File: config.mk
export PLATFORM = sky130hd
export DESIGN_NAME = birthday_entry
export DESIGN_NICKNAME = d
export VERILOG_FILES = /design/src/rtl/birthday_entry.sv
export SDC_FILE = /design/constraint.sdc
export NUM_CORES = 1
export LEC_CHECK = 0
export CORE_ASPECT_RATIO = 0.6
export CORE_MARGIN = 2
export CORE_UTILIZATION = 60
export CTS_CLUSTER_DIAMETER = 100
export DETAILED_ROUTE_END_ITERATION = 10
export PLACE_DENSITY = 0.81
export SYNTH_ARGS = -nofsm -noshare
export SYNTH_HDL_FRONTEND = slang
export SYNTH_SLANG_ARGS = --single-unit
File: constraint.sdc
create_clock -name MAX10_CLK1_50 -period 4.65 [get_ports MAX10_CLK1_50]
set_input_delay 0.93 -clock MAX10_CLK1_50 [delete_from_list [all_inputs] [get_ports MAX10_CLK1_50]]
set_output_delay 0.93 -clock MAX10_CLK1_50 [all_outputs]
set_load 0.02 [all_outputs]
File: src/rtl/birthday_entry.sv
// rtl/birthday_entry.sv - pushbutton entry of an MMDDYY BCD date
//
// Purpose: debounces two active-low keys and edits month, day and year one
// field at a time. The date drives the BCD bus of the seven-segment decoders.
//
// Ports:
//   MAX10_CLK1_50  in   1   system clock, rising edge
//   RESET_N        in   1   asynchronous active-low reset
//   KEY            in   2   raw keys, active-low; [0]=increment, [1]=advance/commit
//   BIRTHDAY       out  24  BCD date {M1,M0,D1,D0,Y1,Y0}
//   FIELD          out  2   edit cursor: 0=MM, 1=DD, 2=YY, 3=committed
//   VALID          out  1   high while committed
//   DONE           out  1   one-cycle pulse on entry to committed
module birthday_entry #(
  parameter int unsigned DEBOUNCE_CYCLES = 500000,
  parameter logic [23:0] RESET_DATE      = 24'h010100
) (
  input  logic        MAX10_CLK1_50,
  input  logic        RESET_N,
  input  logic [1:0]  KEY,
  output logic [23:0] BIRTHDAY,
  output logic [1:0]  FIELD,
  output logic        VALID,
  output logic        DONE
);

  // The counter only has to hold 0..DEBOUNCE_CYCLES-1: the level flips on the
  // edge where the count would reach DEBOUNCE_CYCLES.
  localparam int unsigned CW = (DEBOUNCE_CYCLES > 1) ? $clog2(DEBOUNCE_CYCLES) : 1;
  localparam logic [CW-1:0] CNT_LAST = CW'(DEBOUNCE_CYCLES - 1);

  typedef enum logic [1:0] {
    EDIT_MM = 2'd0,
    EDIT_DD = 2'd1,
    EDIT_YY = 2'd2,
    COMMIT  = 2'd3
  } state_t;

  logic [1:0] press;

  for (genvar g = 0; g < 2; g++) begin : g_key
    logic          sync1;
    logic          sync2;
    logic          level;
    logic          level_d;
    logic [CW-1:0] cnt;

    always_ff @(posedge MAX10_CLK1_50 or negedge RESET_N) begin
      if (!RESET_N) begin
        sync1   <= 1'b1;
        sync2   <= 1'b1;
        level   <= 1'b1;
        level_d <= 1'b1;
        cnt     <= '0;
      end else begin
        sync1   <= KEY[g];
        sync2   <= sync1;
        level_d <= level;
        if (sync2 == level) begin
          cnt <= '0;
        end else if (cnt == CNT_LAST) begin
          level <= sync2;
          cnt   <= '0;
        end else begin
          cnt <= cnt + 1'b1;
        end
      end
    end

    // Falling debounced level only; releases produce nothing.
    assign press[g] = level_d & ~level;
  end

  logic inc_p;
  logic adv_p;
  assign inc_p = press[0];
  assign adv_p = press[1];

  // Increment a two-digit BCD field within [lo, hi], wrapping hi -> lo.
  // Anything that is not valid BCD or lies outside the range recovers to lo.
  function automatic logic [7:0] bcd_inc(input logic [7:0] v,
                                         input logic [7:0] lo,
                                         input logic [7:0] hi);
    logic [3:0] tens;
    logic [3:0] units;
    logic [7:0] bin;
    tens  = v[7:4];
    units = v[3:0];
    bin   = {4'd0, tens} * 8'd10 + {4'd0, units};
    if (tens > 4'd9 || units > 4'd9 || bin < lo || bin >= hi)
      bcd_inc = {4'd0, lo[3:0]};
    else if (units == 4'd9)
      bcd_inc = {tens + 4'd1, 4'd0};
    else
      bcd_inc = {tens, units + 4'd1};
  endfunction

  state_t      state_q;
  state_t      state_n;
  logic [23:0] date_q;
  logic [23:0] date_n;
  logic        valid_q;
  logic        done_q;

  always_ff @(posedge MAX10_CLK1_50 or negedge RESET_N) begin
    if (!RESET_N) begin
      state_q <= EDIT_MM;
      date_q  <= RESET_DATE;
      valid_q <= 1'b0;
      done_q  <= 1'b0;
    end else begin
      state_q <= state_n;
      date_q  <= date_n;
      valid_q <= (state_n == COMMIT);
      done_q  <= (state_n == COMMIT) && (state_q != COMMIT);
    end
  end

  always_comb begin
    state_n = state_q;
    date_n  = date_q;
    // Advance has priority; a simultaneous increment is dropped.
    if (adv_p) begin
      unique case (state_q)
        EDIT_MM: state_n = EDIT_DD;
        EDIT_DD: state_n = EDIT_YY;
        EDIT_YY: state_n = COMMIT;
        COMMIT:  state_n = EDIT_MM;
      endcase
    end else if (inc_p) begin
      unique case (state_q)
        EDIT_MM: date_n[23:16] = bcd_inc(date_q[23:16], 8'd1, 8'd12);
        EDIT_DD: date_n[15:8]  = bcd_inc(date_q[15:8],  8'd1, 8'd31);
        EDIT_YY: date_n[7:0]   = bcd_inc(date_q[7:0],   8'd0, 8'd99);
        COMMIT:  date_n        = date_q;
      endcase
    end
  end

  assign BIRTHDAY = date_q;
  assign FIELD    = state_q;
  assign VALID    = valid_q;
  assign DONE     = done_q;

endmodule

[Yosys cells after proc, flatten, opt, wreduce, memory -nomap -nowiden]
Index checks and enable logic that the tools add are counted.
Cells by class
  mux-type cells: 12
  bitwise logic cells: 7
  order comparisons: 12
  $mul: 3
  reduce and logical (&&, ||, !) cells: 22
  add/subtract/negate cells: 11
  equality and inequality tests: 12
Operators with widths (number)
  $mux W19: 4
  $mux W8: 6
  $add A19 B1 Y19 const B: 2
  $eq A19 B19 Y1 const B: 2
  $add A4 B1 Y4 const B: 6
  $add A8 B4 Y8: 3
  $gt A4 B4 Y1 const B: 6
  $lt A8 B1 Y1 const B: 3
  $mul A4 B3 Y7 const B: 3
  $eq A4 B4 Y1 const B: 3
  $reduce_and A4 Y1: 3
  $logic_or A1 B1 Y1: 9
  $reduce_and A3 Y1: 3
  $ge A8 B4 Y1 const B: 1
  $ge A8 B5 Y1 const B: 1
  $ge A8 B7 Y1 const B: 1
  $pmux W2 S4: 1
  $eq A2 B2 Y1 const B: 3
  $reduce_bool A2 Y1: 3
  $not A1 Y1: 5
  $reduce_and A2 Y1: 2
  $and A1 B1 Y1: 2
  $eq A1 B1 Y1: 2
  $eq A2 B1 Y1 const B: 1
  other kinds (4): 4
Word-level totals
  word-level logic and storage cells: 98
  bits in registers: 74
  input port bits: 4

[Longest topological paths before layout]
  depth in word-level cells: 7
  mapped depth: 10
  mapped depth without buffers: 10

[Worst setup path after synthesis]
Ideal clock, no wire load.
  kind: register to register
  start: register date_q[5] (netlist: BIRTHDAY[5])
  end: register date_q[5] (netlist: BIRTHDAY[5])
  clock period less this slack: 3.126 ns
  data arrival time: 3.006 ns
  required time: 4.529 ns
  setup time: 0.121 ns
  slack: 1.524 ns
  stages on the path, launching flop included: 11
  path through: dfrtp_1 -> ha_1 -> ha_1 -> inv_1 -> fa_1 -> inv_1 -> or4_1 -> a211o_1 -> a21oi_4 -> o311ai_1 -> a22o_1
On the way
  word-level cells in the longest chain between the ends: 7
  elaborated cells on any way between the ends: 13
  classes of those cells: 2 x add/sub; 1 x mul; 3 x order compare; 2 x mux; 5 x reduce/logical
Ends and longest elaborated chain
  from (decl): line 100  | logic [23:0] date_q;
  from (signal assigned): line 113  | date_q <= date_n;
  $mul A4 B3 Y7: line 89  | bin = {4'd0, tens} * 8'd10 + {4'd0, units};
  $add A8 B4 Y8: line 89
  $lt A8 B1 Y1: line 90  | if (tens > 4'd9 || units > 4'd9 || bin < lo || bin >= hi)
  $logic_or A1 B1 Y1 (2 in a row): line 90
  $reduce_bool A2 Y1 (no line)
  $reduce_and A4 Y1 (no line)
Several ways; a longest one is shown, not always the timed one. The select of a mux whose other input is x is not followed.
A chain may end at the register's enable or synchronous reset.

[Worst setup path in the final report]
Ends and elaborated chain as after synthesis.

==> qor.csv <==
stage,metric,value,unit
clock_network,Clock Sink Count,74,
floorplanning,Starting Density,62.4,%
clock_network,CTS resizes,0,
grt,first-pass GRT wire length,16000,um
synth,synthesized area,4550,um2
sta,Fin Setup TNS,0,ps
sta,skew final,8.66,ps
floorplanning,Die Ht,71.5,um
layout,fin nets,564,
setup_path,crit end category,flop,
floorplanning,row count,24,
clock_network,clock slew at reported path FFs,60,ps
power,total power,1320,uW
sta,# setup viols final,0,
power,Peak VDD IR,0.272,mV
route,Avg Vias per Cell,5.68,
power,PwrDens,251,nW/um2
route,Pre-antenna DRT Iters,5,
layout,Fillers,559,
job,MaxCap Viol Count,0,
floorplanning,DIE AREA,8320,um2
layout,Area Overhead vs Synth,15.2,%
clock_network,postcts setup bufs,0,
synth,Post-synth EDFFs,0,
synth,Synthesized Nets,527,
setup_path,Critical Path Start Type,flop,
setup_path,WP data required,4870,ps
synth,Syn Area/Cell,9.51,um2
layout,most frequent cells in the layout,"68 x nor2_1, 64 x dfrtp_1, 38 x ha_1",
clock_network,TritonCTS clock tree,yes,
clock_network,CTS Hold Bufs,0,
clock_network,worst skew pair latency,330,ps
layout,"most common cell after layout, fill and taps aside",nor2_1,
grt,vias in the first global route,3337,
route,Post-Route WL,9050,um
synth,fraction of registers with async set/reset,100,%
sta,Final Hold Fails,0,
floorplanning,core region area,7300,um2
place,Placer Congestion,0.828,
floorplanning,Top Ports,32,
sta,Rel. slew slack,39.2,%
sta,Slew Limit Fails,0,
sta,Final period util,70.3,%
place,port buffer count,31,
synth,Synth Flop Type,dfrtp_1,
setup_path,Critical Path Fanout Max,9,
clock_network,Root Buffer,clkbuf_16,
route,remaining antenna violation count,0,
synth,post-synthesis cell count,479,
setup_path,crit path DAT,3490,ps
synth,Seq cells post-synth,74,
layout,share of layout cells above drive strength 1,7.49,%
sta,RSZ-0062 raised after global routing,no,
sta,fmax,306,MHz
route,DRC,0,
route,detailed-route via count,3547,
clock_network,Max Buffers Root-to-Sink,2,
synth,sequential share of the synthesized area,40.9,%
place,HPWL after DPL,6450,um
layout,FF/Latch Area,1860,um2
run_status,outcome,"complete, no violations",
sta,Tmin final,3270,ps
floorplanning,Chip Width,116,um
route,Avg WL per Cell,14.5,um
clock_network,H-Tree Level Count,3,
layout,# diodes,0,
layout,multi-input combinational cell area,2540,um2
grt,initial antenna violation count,0,
grt,total grt overflow,0,
synth,count of cell types in the netlist,56,
synth,synth warn,0,
sta,Slew @ Worst Pin,912,ps
clock_network,Inserted Clock Buffers,9,
setup_path,Setup CP Type,flop to flop,
grt,Total Routing Usage GR,24.4,%
power,Pleak,0.00234,uW
route,DRT iter0 DRCs,258,
grt,largest net degree at the start of global routing,75,
min_path,Hold Crit Class,flop to flop,
-- worst paths after layout --
check / startpoint / to / slack [ps] / cells after the start
max: BIRTHDAY[5] / BIRTHDAY[5] / 1380 / 10
min: g_key[1].sync1 / g_key[1].sync2 / 360 / 0
max reg2reg: BIRTHDAY[5] / BIRTHDAY[5] / 1380 / 10
min reg2reg: g_key[1].sync1 / g_key[1].sync2 / 360 / 0
max in group asynchronous: RESET_N / g_key[1].cnt[1] / 3250 / 2
min in group asynchronous: RESET_N / BIRTHDAY[3] / 810 / 2
-- report_power, final --
group          internal [uW]  total, uW  switching [uW]
Sequential               652        658            5.91
Combinational           7.52       28.9            21.4
Clock                    376        631             255
Total                   1040       1320             282
-- area by class of cell --
cell class                      count  share of cell area [%]
Clock buffer                       12                    4.70
Clock inverter                      4                   0.525
Inverter                           33                    2.36
Multi-Input combinational cell    366                    48.4
Sequential cell                    74                    35.5
Tap cell                          104                    2.48
Timing Repair Buffer               32                    5.96
-- cells in the mapped netlist (7+ instances only) --
| library cell | n | share of area (%) |
|---|---|---|
| nand2_1 | 36 | 3.0 |
| dfstp_2 | 10 | 5.8 |
| nand3_1 | 20 | 2.2 |
| a31oi_1 | 7 | 0.96 |
| and3_1 | 9 | 1.2 |
| nor2_1 | 68 | 5.6 |
| nor3_1 | 7 | 0.77 |
| o21ai_0 | 12 | 1.3 |
| a21oi_1 | 16 | 1.8 |
| ha_1 | 38 | 10 |
| or2_2 | 7 | 0.96 |
| dfrtp_1 | 64 | 35 |
| nand4_1 | 11 | 1.5 |
| xor2_1 | 26 | 5.0 |
| a21o_1 | 7 | 1.2 |
| inv_1 | 32 | 2.6 |
| xnor2_1 | 24 | 4.6 |
-- metrics by stage --
step / hold slack [ps] / area, um2 / util (%) / setup WS (ps) / instances
floorplan: 345 / 4550 / - / 1520 / 479
global placement: 347 / 4970 / 68.1 / 1490 / 609
detailed placement: 348 / 4970 / 68.1 / 1390 / 609
CTS: 356 / 5250 / 71.9 / 1390 / 625
global route: 362 / 5250 / 71.9 / 1210 / 625
finish: 359 / 5250 / 71.9 / 1380 / 625
-- worst max-delay path, cell delays in order, from the launching register on --
cell and delay (ps):
dfrtp_1 480, ha_1 340, ha_1 160, inv_1 50
fa_1 570, inv_1 80, or4_1 500, a211o_1 300
a21oi_4 280, o311ai_1 150, a22o_1 240
-- metal layers --
metal	up-vias	routed length [um]	GRT usage, %
met5	-	0	0
met4	0	66	8.07
met3	8	389	5.25
met2	75	4030	36.1
met1	1720	4560	36.1
li1	1744	-	-
-- state kept, by name (all words and copies together), names as in the netlist --
signal	cells
g_key.cnt	38
BIRTHDAY	24
FIELD	2
g_key.level	2
g_key.level_d	2
g_key.sync1	2
g_key.sync2	2
DONE	1
VALID	1
-- cells by family (layout without fill, tap and decap cells) --
| group | count (synthesis) | count (layout) | share of synthesized area (%) |
|---|---|---|---|
| AND/OR/NAND/NOR | 196 | 196 | 21.3 |
| flip-flops | 74 | 74 | 40.9 |
| AO/OA/AOI/OAI | 71 | 71 | 10.6 |
| XOR/XNOR | 50 | 50 | 9.62 |
| adder cells (fa/ha/maj) | 44 | 44 | 13.1 |
| buffers and inverters | 39 | 81 | 3.27 |
| multiplexers | 5 | 5 | 1.18 |
Note: power is estimated with default switching activity, not from simulation.
